File: src/rtl/div_sequencer.sv
// Iterative restoring divider for DIV/DIVU/REM/REMU issued from the EX stage.
// Latency: done_o 34 cycles after accept; 1 cycle for divide-by-zero and signed overflow.
// Backpressure: stall_o holds the pipeline while accepting, iterating and sign-fixing; drops in DONE.
module div_sequencer #(
  parameter int WIDTH = 32
) (
  input  logic             clk_i,
  input  logic             rst_i,
  input  logic             start_i,
  input  logic [1:0]       op_i,
  input  logic [WIDTH-1:0] dividend_i,
  input  logic [WIDTH-1:0] divisor_i,
  input  logic             flush_i,
  output logic             busy_o,
  output logic             stall_o,
  output logic             done_o,
  output logic [WIDTH-1:0] result_o
);

  typedef enum logic [1:0] {IDLE, CALC, FIX, DONE} state_t;

  localparam logic [WIDTH-1:0] ZERO     = '0;
  localparam logic [WIDTH-1:0] ALL_ONES = {WIDTH{1'b1}};
  localparam logic [WIDTH-1:0] MIN_NEG  = {1'b1, {(WIDTH-1){1'b0}}};

  state_t           state_q;
  logic [4:0]       cnt_q;
  logic [1:0]       op_q;
  logic             sign_a_q;
  logic             sign_b_q;
  logic [WIDTH-1:0] quot_q;
  logic [WIDTH-1:0] rem_q;
  logic [WIDTH-1:0] dvs_q;

  logic             signed_op;
  logic             div_zero;
  logic             overflow;
  logic [WIDTH-1:0] abs_a;
  logic [WIDTH-1:0] abs_b;
  logic [WIDTH-1:0] special_res;

  logic [WIDTH:0]   part_rem;
  logic             fits;
  logic [WIDTH-1:0] rem_nxt;
  logic [WIDTH-1:0] quot_nxt;

  logic             neg_quot;
  logic             neg_rem;
  logic [WIDTH-1:0] fixed_res;

  assign busy_o  = (state_q != IDLE);
  // Reset dominates so a held reset never freezes the pipeline.
  assign stall_o = ~rst_i & (((state_q == IDLE) & start_i & ~flush_i) |
                             (state_q == CALC) | (state_q == FIX));

  // Operand decode at accept time: magnitudes and the two early-out cases.
  always_comb begin
    signed_op   = ~op_i[0];
    abs_a       = (signed_op & dividend_i[WIDTH-1]) ? (ZERO - dividend_i) : dividend_i;
    abs_b       = (signed_op & divisor_i[WIDTH-1])  ? (ZERO - divisor_i)  : divisor_i;
    div_zero    = (divisor_i == ZERO);
    overflow    = signed_op & (dividend_i == MIN_NEG) & (divisor_i == ALL_ONES);
    special_res = div_zero ? (op_i[1] ? dividend_i : ALL_ONES)
                           : (op_i[1] ? ZERO : MIN_NEG);
  end

  // One restoring step: shift the next dividend bit into a 33-bit partial remainder.
  // When the trial subtract fits, the true difference is below 2^32, so 32-bit math is exact.
  always_comb begin
    part_rem = {rem_q, quot_q[WIDTH-1]};
    fits     = (part_rem >= {1'b0, dvs_q});
    rem_nxt  = fits ? (part_rem[WIDTH-1:0] - dvs_q) : part_rem[WIDTH-1:0];
    quot_nxt = {quot_q[WIDTH-2:0], fits};
  end

  // Sign correction of the unsigned result; quotient sign from both operands, remainder from dividend.
  always_comb begin
    neg_quot = ~op_q[0] & (sign_a_q ^ sign_b_q);
    neg_rem  = ~op_q[0] & sign_a_q;
    if (op_q[1]) fixed_res = neg_rem  ? (ZERO - rem_q)  : rem_q;
    else         fixed_res = neg_quot ? (ZERO - quot_q) : quot_q;
  end

  // Sequencer FSM with registered result and done pulse; flush abandons without touching result_o.
  always_ff @(posedge clk_i) begin
    if (rst_i) begin
      state_q  <= IDLE;
      cnt_q    <= '0;
      op_q     <= '0;
      sign_a_q <= 1'b0;
      sign_b_q <= 1'b0;
      quot_q   <= '0;
      rem_q    <= '0;
      dvs_q    <= '0;
      result_o <= '0;
      done_o   <= 1'b0;
    end else begin
      done_o <= 1'b0;
      case (state_q)
        IDLE: begin
          if (start_i && !flush_i) begin
            op_q     <= op_i;
            sign_a_q <= dividend_i[WIDTH-1];
            sign_b_q <= divisor_i[WIDTH-1];
            quot_q   <= abs_a;
            rem_q    <= ZERO;
            dvs_q    <= abs_b;
            cnt_q    <= '0;
            if (div_zero || overflow) begin
              result_o <= special_res;
              done_o   <= 1'b1;
              state_q  <= DONE;
            end else begin
              state_q  <= CALC;
            end
          end
        end
        CALC: begin
          if (flush_i) begin
            state_q <= IDLE;
            cnt_q   <= '0;
          end else begin
            quot_q <= quot_nxt;
            rem_q  <= rem_nxt;
            cnt_q  <= cnt_q + 5'd1;
            if (cnt_q == 5'd31) state_q <= FIX;
          end
        end
        FIX: begin
          cnt_q <= '0;
          if (flush_i) begin
            state_q <= IDLE;
          end else begin
            result_o <= fixed_res;
            done_o   <= 1'b1;
            state_q  <= DONE;
          end
        end
        DONE: begin
          cnt_q   <= '0;
          state_q <= IDLE;
        end
        default: begin
          cnt_q   <= '0;
          state_q <= IDLE;
        end
      endcase
    end
  end

endmodule

File: config.mk
export PLATFORM = sky130hd
export DESIGN_NAME = div_sequencer
export DESIGN_NICKNAME = d
export VERILOG_FILES = /design/src/rtl/div_sequencer.sv
export SDC_FILE = /design/constraint.sdc
export NUM_CORES = 1
export LEC_CHECK = 0
export BUFFER_PORTS_ARGS = -buffer_cell sky130_fd_sc_hd__buf_4
export CORE_MARGIN = 2
export CORE_UTILIZATION = 47
export CTS_CLUSTER_SIZE = 25
export DETAILED_ROUTE_END_ITERATION = 10
export GPL_TIMING_DRIVEN = 0
export PLACE_DENSITY = 0.72
export SKIP_CTS_REPAIR_TIMING = 1
export SLEW_MARGIN = 30
export SYNTH_ARGS = -nofsm -noshare
export SYNTH_HDL_FRONTEND = slang
export SYNTH_SLANG_ARGS = --single-unit
File: constraint.sdc
create_clock -name clk_i -period 4.75 [get_ports clk_i]
set_input_delay 1.425 -clock clk_i [delete_from_list [all_inputs] [get_ports clk_i]]
set_output_delay 1.425 -clock clk_i [all_outputs]
set_load 0.02 [all_outputs]
==> impl_metrics.py <==
metrics = {
    "outcome": {
        "status": "complete, no violations",
    },
    "final_layout": {
        "fin_util_pct": 56.00,
        "nFillCells": 2068,
        "drive_gt1_share_pct": 11.26,
        "fin_cells": 1807,
        "finalInstanceArea_mm2": 0.01222,
        "nets": 1625,
        "diodes": 0,
        "area_growth_pct": 16.79,
    },
    "yosys": {
        "syn_area_per_cell_um2": 7.517,
        "synth-async-reset-ratio_pct": 0,
        "yosysTopAreaCell": "dfxtp_1",
        "ys_seq_elements": 140,
        "synth_top_area_share_pct": 26.78,
        "synth_top_flop_cell": "dfxtp_1",
        "synth-edff-count": 0,
        "synthesis.nets": 1502,
        "ys_warn_count": 0,
        "yosysUniqueCellTypes": 75,
        "ys_seq_area_share_pct": 26.78,
        "synthTopCellsByArea": "dfxtp_1 27%, nor2_1 6.0%, a21oi_1 6.0%, xnor2_1 5.9%, xor2_1 5.7%",
        "syn_area_mm2": 0.01046,
        "postSynthCellCount": 1392,
    },
    "power_and_ir_drop": {
        "p_per_area_mw_per_mm2": 293.1,
        "p_leak_nw": 4.875,
        "ir_worst_vdd_uv": 221.9,
        "p_total_mw": 3.582,
    },
    "worst_setup_path": {
        "cp.depth": 5,
        "crit_chain": "buf_4, clkbuf_1, clkbuf_1, a211oi_1, buf_4",
        "endpoint_kind": "primary output",
        "crit_start": "rst_i",
        "regToRegSetupSlack_ns": 1.32,
        "crit_family": "buffers and inverters",
        "cpPeakStageDelay_ns": 0.50,
        "ff2ff_path_depth": 13,
        "cp_max_fo": 10,
        "crit_buf_inv": 4,
        "timing.rr.end": "rem_q[26]",
        "crit_required_ns": 3.32,
        "path_class": "primary input to primary output",
        "cp-endpoint": "stall_o",
        "cp.arrival_ns": 2.73,
        "cp-start-kind": "primary input",
        "rr_startpoint": "rem_q[9]",
        "critPathSlowestCell": "clkbuf_1",
    },
    "run": {
        "drv_cap": 0,
    },
    "clocking": {
        "cts_buffer_depth": 2,
        "root_buffer": "clkbuf_16",
        "numCtsBuffers": 17,
        "path_clk_slew_ns": 0.06,
        "cts_tree": "yes",
        "clkSinkCount": 140,
        "clk-insertion-delay-late_ns": 0.43,
        "h-tree-depth": 4,
    },
    "detailed_routing": {
        "first_iter_violations": 1271,
        "antenna_left": 0,
        "wl_per_cell_um": 19.54,
        "drc": 0,
        "totalWireLength_um": 35320,
        "vias": 11223,
        "via_per_inst": 6.211,
        "drt-pass1-iter-count": 5,
    },
    "place": {
        "dp_hpwl_um": 27520,
        "port_buffers": 104,
        "place_area_mm2": 0.01160,
        "dp.cells": 1776,
        "gp_congestion": 1.014,
    },
    "floorplan": {
        "chipHeight_um": 153.2,
        "fp-row-count": 54,
        "die_area_mm2": 0.02347,
        "start_util_pct": 47.95,
        "die_w_um": 153.2,
        "pin_count": 105,
        "core-area_mm2": 0.02182,
    },
    "timing": {
        "layout_min_cycle_time_ns": 4.157,
        "slew_headroom_pct": 39.15,
        "worst_slew_pin_slew_ns": 0.9128,
        "setup_viol": 0,
        "skew_ns": 0.009740,
        "max_freq_mhz": 240.5,
        "rsz0062_at_grt": "false",
        "fin_tns_setup_ns": 0,
        "post-route-period-util_pct": 87.52,
        "drv_slew": 0,
        "hold_viol_final": 0,
    },
    "global_route": {
        "antenna_found_initial": 0,
        "overflow": 0,
        "grt_start_max_net_pins": 17,
        "grt_util_all_layers_pct": 29.04,
        "grt_pass1_vias": 10217,
        "grt_pass1_wl_um": 54770,
    },
    "worst_hold_path": {
        "worstHoldPathType": "flip-flop to flip-flop",
    },
}
[state kept, by name, indices dropped and copies added (netlist names)]
name and cells:
op_q 2, state_q 2, done_o 1, cnt_q 5, sign_a_q 1, rem_q 32
dvs_q 32, sign_b_q 1, quot_q 32, result_o 32
[worst min-delay path by stage]
stage               startpoint        end  slack [ns]  cells after the start
CTS                  dvs_q[21]  dvs_q[21]        0.46                      2
floorplan            dvs_q[31]  dvs_q[31]        0.43                      2
finish               dvs_q[22]  dvs_q[22]        0.45                      2
global placement     dvs_q[21]  dvs_q[21]        0.44                      2
global route         dvs_q[22]  dvs_q[22]        0.48                      2
detailed placement   dvs_q[22]  dvs_q[22]        0.45                      2
[cells in the mapped netlist, drive strengths merged (3+ instances only)]
| cell | n |
|---|---|
| nand4 | 14 |
| a2111oi | 3 |
| nor3b | 3 |
| a21oi | 125 |
| o41ai | 13 |
| nand2b | 18 |
| o21bai | 5 |
| and2 | 6 |
| a211o | 5 |
| nand2 | 107 |
| clkbuf | 69 |
| o21ai | 107 |
| buf | 21 |
| nor2b | 16 |
| inv | 58 |
| xnor2 | 71 |
| nor4 | 17 |
| and3 | 5 |
| o22ai | 13 |
| a22o | 10 |
| a211oi | 53 |
| a32oi | 6 |
| dfxtp | 140 |
| a311oi | 16 |
| o211ai | 24 |
| or2 | 3 |
| ha | 39 |
| or4 | 16 |
| nor2 | 167 |
| nand3 | 24 |
| a21o | 14 |
| xor2 | 68 |
| or3 | 12 |
| a221oi | 4 |
| mux2i | 28 |
| o31ai | 20 |
| a31oi | 12 |
| nor3 | 34 |
[worst reg2reg max path: cells and delay by family, from the launching register on]
family                     cells  cell delay [ns]
AOI/OAI and AO/OA              7             1.50
and+or+nand+nor                1             0.10
DFF                            1             0.50
muxes                          1             0.20
buffers and inverters          3             0.72
adders and majority gates      1             0.29
[report_power, final]
| group | switching (mW) | internal [mW] |
|---|---|---|
| Clock | 0.565 | 0.857 |
| Combinational | 0.532 | 0.340 |
| Sequential | 0.0607 | 1.23 |
[cell usage in the layout (no fill, tap or decap), types with 58 or more instances in the layout]
cell type | netlist | layout
a21oi_1 | 125 | 125
buf_4 | 3 | 107
clkbuf_1 | 69 | 69
dfxtp_1 | 140 | 140
inv_1 | 58 | 58
nand2_1 | 106 | 106
nor2_1 | 167 | 167
o21ai_0 | 101 | 101
xnor2_1 | 71 | 71
xor2_1 | 68 | 68
[cell type report]
cell class | count | area (µm²) | share of cell area (%)
buffer | 90 | 389.1 | 3.184
clock inverter | 12 | 161.4 | 1.321
multi-input combinational | 1104 | 7066 | 57.82
tap | 280 | 350.3 | 2.867
timing repair buffer | 104 | 780.7 | 6.389
inverter | 58 | 217.7 | 1.782
sequential | 140 | 2803 | 22.93
clock buffer | 19 | 452.9 | 3.706
[stage by stage]
step                      hold WS, ns  setup slack [ns]
after detailed placement       0.4479            0.3085
after floorplan                0.4319            0.9630
after CTS                      0.4553            0.6133
after global placement         0.4413            0.2858
after global routing           0.4798            0.4124
final                          0.4514            0.5927
[cells by family (layout without fill, tap and decap cells)]
kind of cell,Yosys count,after routing,synth area share (%)
AO/OA/AOI/OAI,445,445,27.23
XOR/XNOR,139,139,11.63
adder cells (fa/ha/maj),40,40,4.855
buffers and inverters,148,283,5.799
flip-flops,140,140,26.78
multiplexers,29,29,2.786
AND/OR/NAND/NOR,451,451,20.91
[per-layer routing]
layer,part of all wire [%],track usage [%],vias to the layer above
met5,0,0,-
met1,43,40.06,5248
met4,2.9,9.700,0
li1,-,-,5294
met3,10,6.294,85
met2,44,45.07,596
No activity file was read; power rests on OpenSTA's default activity.
